`config.mk`:
```
export PLATFORM = sky130hd
export DESIGN_NAME = fx_pt_sub_rnd_pipe
export DESIGN_NICKNAME = d
export VERILOG_FILES = /design/src/rtl/fx_pt_sub_rnd_pipe.sv
export SDC_FILE = /design/constraint.sdc
export NUM_CORES = 1
export LEC_CHECK = 0
export CAP_MARGIN = 10
export CORE_UTILIZATION = 53
export DETAILED_ROUTE_END_ITERATION = 8
export GPL_TIMING_DRIVEN = 0
export MAX_ROUTING_LAYER = met4
export PLACE_DENSITY = 0.85
export SYNTH_ARGS = -nofsm -noshare
export SYNTH_HDL_FRONTEND = slang
export SYNTH_SLANG_ARGS = --single-unit
```
`constraint.sdc`:
```
create_clock -name clk -period 3.42 [get_ports clk]
set_input_delay 0.684 -clock clk [delete_from_list [all_inputs] [get_ports clk]]
set_output_delay 0.684 -clock clk [all_outputs]
set_load 0.005 [all_outputs]
```
`src/rtl/fx_pt_sub_rnd_pipe.sv`:
```
// fx_pt_sub_rnd_pipe: two-stage pipelined fixed-point subtractor, diff = a - b.
// a (Q AIW.AFW) and b (Q BIW.BFW) are unsigned; diff is signed Q DIW.DFW after
// requantisation with a parameter-selected rounding mode (SN: 0 floor,
// 1 round-half-up, 2 round-half-to-even, others behave as 0).
// Ports:
//   clk, rst            clock, asynchronous active-high reset
//   in_valid, in_ready  operand handshake; a, b operands
//   out_valid, out_ready result handshake; diff result
//   out_cnt             number of results consumed, wraps at 16 bits
module fx_pt_sub_rnd_pipe #(
  parameter int unsigned SN  = 1,
  parameter int unsigned AIW = 2,
  parameter int unsigned AFW = 3,
  parameter int unsigned BIW = 3,
  parameter int unsigned BFW = 4,
  parameter int unsigned DFW = 2,
  // Derived widths, not meant to be overridden
  parameter int unsigned DIW = ((AIW > BIW) ? AIW : BIW) + 2,
  parameter int unsigned E   = (AFW > BFW) ? AFW : BFW
) (
  input  logic                   clk,
  input  logic                   rst,
  input  logic                   in_valid,
  output logic                   in_ready,
  input  logic [AIW+AFW-1:0]     a,
  input  logic [BIW+BFW-1:0]     b,
  output logic                   out_valid,
  input  logic                   out_ready,
  output logic [DIW+DFW-1:0]     diff,
  output logic [15:0]            out_cnt
);

  localparam int unsigned R  = (DFW < E) ? E - DFW : 0;
  localparam int unsigned RW = DIW + E;
  localparam int unsigned DW = DIW + DFW;

  logic                 s1_valid_q;
  logic signed [RW-1:0] raw_q;
  logic [RW-1:0]        a_ext, b_ext, raw_d;
  logic                 out_valid_q;
  logic [DW-1:0]        diff_q, diff_d;
  logic [15:0]          out_cnt_q;

  logic in_fire, out_fire, s2_advance, s1_advance;

  // S2 can take a new value when empty or when its current value leaves this cycle.
  assign s2_advance = !out_valid_q || out_ready;
  assign s1_advance = s1_valid_q && s2_advance;
  assign in_ready   = !s1_valid_q || s1_advance;
  assign in_fire    = in_valid && in_ready;
  assign out_fire   = out_valid_q && out_ready;

  // Align both operands to E fractional bits in a DIW-integer-bit frame.
  always_comb begin
    a_ext = RW'(a) << (E - AFW);
    b_ext = RW'(b) << (E - BFW);
    raw_d = a_ext - b_ext;
  end

  if (DFW >= E) begin : g_exact
    logic signed [DW-1:0] raw_ext;
    assign raw_ext = DW'(raw_q);
    assign diff_d  = raw_ext <<< (DFW - E);
  end else begin : g_round
    localparam logic [RW-1:0] Half = RW'(1) << (R - 1);
    logic [RW-1:0] rnd_sum;
    logic [DW-1:0] q_floor, q_up;
    logic          tie;
    always_comb begin
      rnd_sum = raw_q + Half;
      // Dropping the R LSBs of a two's-complement value is an arithmetic floor.
      q_floor = raw_q[RW-1:R];
      q_up    = rnd_sum[RW-1:R];
      tie     = (raw_q[R-1:0] == Half[R-1:0]);
      case (SN)
        1:       diff_d = q_up;
        2:       diff_d = (tie && !q_floor[0]) ? q_floor : q_up;
        default: diff_d = q_floor;
      endcase
    end
  end

  always_ff @(posedge clk or posedge rst) begin
    if (rst) begin
      s1_valid_q <= 1'b0;
      raw_q      <= '0;
    end else begin
      if (in_fire) begin
        s1_valid_q <= 1'b1;
        raw_q      <= raw_d;
      end else if (s1_advance) begin
        s1_valid_q <= 1'b0;
      end
    end
  end

  always_ff @(posedge clk or posedge rst) begin
    if (rst) begin
      out_valid_q <= 1'b0;
      diff_q      <= '0;
    end else if (s2_advance) begin
      out_valid_q <= s1_valid_q;
      if (s1_advance) begin
        diff_q <= diff_d;
      end
    end
  end

  always_ff @(posedge clk or posedge rst) begin
    if (rst) begin
      out_cnt_q <= '0;
    end else if (out_fire) begin
      out_cnt_q <= out_cnt_q + 16'd1;
    end
  end

  assign out_valid = out_valid_q;
  assign diff      = diff_q;
  assign out_cnt   = out_cnt_q;

endmodule

```
==> impl_metrics.ini, run 1 <==
[status]
status = completed

[pwr]
switching_share_pct = 30.0
switching_power_w = 0.000336
seq_power_share_pct = 48.2
power_density_mw_per_mm2 = 503
power_w = 0.00112
p_comb_share_pct = 31.3
p_leak_nw = 0.988
p_int_w = 0.000785
p_clk_share_pct = 20.5
ir_drop_v = 0.000243

[drt]
drt-wirelength-per-cell_um = 12.8
top_layer = met4
via_per_inst = 5.26
drtIter0Drc = 56
wl_met2_um = 1660
drc = 0
antenna_left = 0
wl_met3_um = 162
finalWirelength_um = 3320
vias = 1363
drt-met1-wl_um = 1430
first_pass_iters = 4

[die]
die-area_mm2 = 0.00340
start_util_pct = 55.5
top_level_ports = 41
rows = 20
fp.dieH_um = 58.3
core_mm2 = 0.00303
dieWidth_um = 58.3

[critical_path]
r2r_cells = 4
required_ps = 2740
rr_startpoint = out_cnt[4]$_DFFE_PP0P_
end_kind = primary output
worstSetupStartpoint = out_ready
regToRegSetupSlack_ps = 1840
worstSetupPathType = primary input to primary output
critPathMaxFanout = 5
worstPathArrival_ps = 2080
startpoint_type = primary input
rr_endpoint = out_cnt[15]$_DFFE_PP0P_

[clock_network]
cts-root-buf = clkbuf_4
path_clk_slew_ps = 90
cts_tree = built
clock_path_buffers = 2
htreeDepth = 2
postCtsHoldBufs = 0
clock_latency_ps = 320
cts_setup_buffers = 0
cts_resized = 0
cts-buffers-inserted = 5
cts_sinks = 32

[placed_design]
dpl.hpwl_um = 2600
portBuffers = 40
gp_congestion = 0.891

[synthesis]
avgSynthCellArea_um2 = 10.1
netlist_area_mm2 = 0.00168
synth_warnings = 0
yosys_register_bits = 32
syn_nets = 191
synth_cell_type_count = 38
syn_inst = 167
seq_area_frac_synth_pct = 47.7

[final_layout]
final_nets = 239
antenna_cells = 0
drive_above_1_share_pct = 7.44
areaGrowthSynthToFinish_pct = 32.6

[timing]
slew_violations = 0
max_slew.worst_pin.slew_ps = 412
finClkSkew_ps = 7.28
fin_setup_tns_ps = 0
setup_violations = 0
fmax_mhz = 362
min_period_ps = 2760
hold_violations = 0
fin_crit_sh_pct = 80.8
rsz0062_at_grt = no
max_slew_margin_pct = 72.5

[global_routing]
grt_overflow = 0
track_usage_pct = 23.7
first_global_vias = 1338
grt_pass1_wl_um = 5800
grt_antenna_before_repair = 0
grt_max_degree = 33

[worst_hold_path]
hold_end = diff[2]$_DFFE_PP0P_
worstHoldStart = diff[2]$_DFFE_PP0P_
hold_class = flip-flop to flip-flop
min_path_cells = 2

[flow_run]
maxCapViolations = 0
kinds of logic after synthesis:
logic type	Yosys count	share of synthesized area, %
mux	2	1.34
simple gates	62	19.3
compound gates	26	10.6
fa+ha+maj	8	6.40
xor+xnor	21	10.9
buf+inv	16	3.72
flops	32	47.7
per-layer routing:
layer	GRT usage [%]	vias up
met1	27.5	637
met4	9.86	0
met2	38.6	51
li1	-	667
met3	6.81	8
met5	-	-
per-stage QoR:
stage | setup WS, ps | instances | instance area, µm² | util (%) | hold slack [ps]
3_5_place_dp | 673 | 251 | 2140 | 70.5 | 471
6_report | 656 | 259 | 2230 | 73.6 | 488
3_3_place_gp | 682 | 251 | 2140 | 70.5 | 460
2_1_floorplan | 1410 | 167 | 1680 | - | 450
5_1_grt | 564 | 259 | 2230 | 73.6 | 524
4_1_cts | 657 | 258 | 2200 | 72.7 | 486
flip-flops by register name, summed over array words and instances (netlist names):
signal      flops
diff            7
out_valid       1
s1_valid_q      1
raw_q           7
out_cnt        16
how the worst max path moves through the flow:
stage               slack, ps                   end
floorplan                1410  raw_q[6]$_DFFE_PP0P_
global placement          680              in_ready
detailed placement        670              in_ready
CTS                       660              in_ready
global route              560              in_ready
finish                    660              in_ready
power by group through the flow:
stage | Sequential [W] | Clock, W | Combinational [W]
after floorplan | 0.000538 | 0 | 0.000165
after global placement | 0.000540 | 0 | 0.000336
after detailed placement | 0.000548 | 0 | 0.000347
after CTS | 0.000540 | 0.000236 | 0.000349
after global routing | 0.000553 | 0.000258 | 0.000392
final | 0.000541 | 0.000230 | 0.000350
synth_stat cells, drive strengths merged:
master,number,area (µm²)
or4,1,7.51
mux2,2,22.5
nor4,2,25.0
clkbuf,1,3.75
o2111ai,2,17.5
fa,1,20.0
xnor2,12,105
and3,1,6.26
a211oi,1,7.51
ha,7,87.6
o31ai,2,15.0
a21o,1,7.51
and3b,1,8.76
nor3,2,10.0
xor2,9,78.8
or3,2,12.5
or4b,1,10.0
nand2b,3,18.8
nand4,4,31.3
nand2,18,70.1
a21oi,1,5.00
o21a,3,22.5
inv,13,48.8
a311oi,1,8.76
o21ai,10,50.0
o32ai,1,8.76
clkinv,1,5.00
buf,1,5.00
nand3,12,60.1
o311a,1,10.0
nor2b,2,12.5
nor2,12,45.0
o31a,3,26.3
dfrtp,32,801
or2,1,6.26
critical path: stages:
cell and delay [ps]:
clkdlybuf4s50_1 470, and3b_1 330, clkinv_2 130, clkdlybuf4s50_1 460
layout make-up:
| class | count | area [µm²] |
|---|---|---|
| flip-flops and latches | 32 | 801 |
| clock buffers | 7 | 65.1 |
| plain buffers | 2 | 8.76 |
| repair buffers | 41 | 428 |
| multi-input cells | 119 | 817 |
| fillers | 210 | 800 |
| well taps | 44 | 55.1 |
| inverters | 14 | 53.8 |
layout by cell type, fill, tap and decap left out, drive strengths merged, types with 2 or more instances in the layout:
master / netlist / layout
nand2b: 3 / 3
o21ai: 10 / 10
nand4: 4 / 4
o31ai: 2 / 2
ha: 7 / 7
nor2: 12 / 12
dfrtp: 32 / 32
inv: 13 / 13
clkbuf: 1 / 8
xor2: 9 / 9
nor3: 2 / 2
clkdlybuf4s50: 0 / 40
buf: 1 / 2
xnor2: 12 / 12
o31a: 3 / 3
o2111ai: 2 / 2
nor4: 2 / 2
mux2: 2 / 2
o21a: 3 / 3
nand2: 18 / 18
or3: 2 / 2
nor2b: 2 / 2
nand3: 12 / 12
No activity file was read; power rests on OpenSTA's default activity.
==> run 2, diff against run 1 <==
Settings changed: CORE_UTILIZATION 53 to 44, PLACE_DENSITY 0.85 to 0.75.
Clock period 3.42 ns to 2.35 ns, I/O delays scaled along.
==> impl_metrics.ini, run 2 (synthesized netlist as in run 1, its figures left out) <==
[timing]
fmax_mhz = 481
setup_violations = 0
fin_crit_sh_pct = 88.4
slew_violations = 0
hold_violations = 0
rsz0062_at_grt = no
finClkSkew_ps = 10.4
max_slew_margin_pct = 68.6
fin_setup_tns_ps = 0
min_period_ps = 2080
max_slew.worst_pin.slew_ps = 470

[drt]
first_pass_iters = 4
drc = 0
via_per_inst = 5.02
vias = 1324
finalWirelength_um = 3090
drtIter0Drc = 39
antenna_left = 0
drt-wirelength-per-cell_um = 11.7

[critical_path]
worstPathArrival_ps = 2290
rr_startpoint = out_cnt[0]$_DFFE_PP0P_
rr_endpoint = out_cnt[14]$_DFFE_PP0P_
required_ps = 2570
worstSetupPathType = primary input to flip-flop
startpoint_type = primary input
end_kind = flip-flop
critPathMaxFanout = 4
r2r_cells = 5
regToRegSetupSlack_ps = 760

[global_routing]
grt_pass1_wl_um = 5130
grt_max_degree = 33
first_global_vias = 1205
grt_antenna_before_repair = 0
track_usage_pct = 16.8
grt_overflow = 0

[pwr]
p_leak_nw = 1.01
ir_drop_v = 0.000359
power_density_mw_per_mm2 = 790

[clock_network]
path_clk_slew_ps = 60
cts_tree = built
cts-root-buf = clkbuf_8
htreeDepth = 2
cts_sinks = 32
clock_latency_ps = 280
cts-buffers-inserted = 5
clock_path_buffers = 2

[final_layout]
final_cell_mix = clkdlybuf4s50_1 (39), dfrtp_1 (32), nand2_1 (17), inv_1 (13)
regArea_um2 = 801
antenna_cells = 0
drive_above_1_share_pct = 7.87
areaGrowthSynthToFinish_pct = 35.7
final_common_cell = clkdlybuf4s50_1
final_nets = 239
largest_register_ff_count = 16
fillCellCount = 334
final_area_mm2 = 0.00228
multi_input_area_um2 = 818
final_core_util_pct = 62.3

[die]
start_util_pct = 45.9
rows = 22
dieWidth_um = 63.8
core_mm2 = 0.00366
top_level_ports = 41
fp.dieH_um = 63.8
die-area_mm2 = 0.00407

[placed_design]
portBuffers = 40
place_area_mm2 = 0.00214
dpl.hpwl_um = 2210
gp_congestion = 0.856

[worst_hold_path]
hold_class = flip-flop to flip-flop
min_path_cells = 1
worstHoldStart = out_cnt[15]$_DFFE_PP0P_
hold_end = out_cnt[15]$_DFFE_PP0P_

[status]
status = completed

[flow_run]
maxCapViolations = 0
run 2: changes by cell type in the layout (fill, tap and decap cells not counted):
cell and delta:
bufinv_16 +1, and3b_2 +1, clkdlybuf4s50_1 -1, clkbuf_4 -5, clkbuf_8 +3, dlymetal6s2s_1 +1, clkbuf_1 +1, and3b_1 -1
clkinv_2 +1
run 2: cell type report:
cell class / instances / share of cell area [%]
plain buffers: 2 / 0.384
clock buffers: 6 / 3.18
clock inverters: 2 / 1.54
inverters: 14 / 2.36
multi-input cells: 119 / 35.9
flip-flops and latches: 32 / 35.1
well taps: 48 / 2.63
repair buffers: 41 / 18.9
run 2: through the flow:
stage	instances	hold slack (ps)	setup slack [ps]	power (W)
5_1_grt	264	494	204	0.00192
3_3_place_gp	255	460	-1.21	0.00128
2_1_floorplan	167	450	550	0.00102
4_1_cts	263	480	8.66	0.00180
6_report	264	480	272	0.00180
3_5_place_dp	255	466	-14.5	0.00129
run 2: worst max-delay path: stages:
cell and delay [ps]:
clkdlybuf4s50_1 490, inv_1 50, ha_1 250, nor2b_1 140, o31a_1 280, or4_1 510, nand3_1 90
run 2: worst max path at each step:
| stage | cells past startpoint | end | startpoint | slack (ps) |
|---|---|---|---|---|
| 5_1_grt | 7 | raw_q[6]$_DFFE_PP0P_ | b[2] | 200 |
| 6_report | 7 | raw_q[5]$_DFFE_PP0P_ | b[1] | 270 |
| 3_5_place_dp | 7 | raw_q[5]$_DFFE_PP0P_ | b[1] | -10 |
| 4_1_cts | 4 | in_ready | out_ready | 9 |
| 3_3_place_gp | 7 | raw_q[5]$_DFFE_PP0P_ | b[1] | -1 |
| 2_1_floorplan | 6 | raw_q[6]$_DFFE_PP0P_ | b[2] | 550 |
run 2: per-layer routing:
layer	global-route usage (%)	wire [µm]	up-vias
li1	-	-	671
met1	22.0	1430	613
met2	24.5	1470	36
met3	4.29	132	4
met4	7.67	45	0
met5	-	0	-
run 2: timing repair:
action / in CTS / in global routing
endpoints found under the setup margin: 0 / 1
gates resized for setup: 0 / 2
setup buffers: 0 / 0
hold buffers: 0 / 0
run 2: power breakdown:
group / internal, W / switching (W) / leakage (nW) / total, W
registers: 0.000666 / 0.000119 / 0.401 / 0.000785
clock network: 0.000314 / 0.000198 / 0.0552 / 0.000512
logic: 0.000307 / 0.000196 / 0.558 / 0.000503
total: 0.00129 / 0.000514 / 1.01 / 0.00180
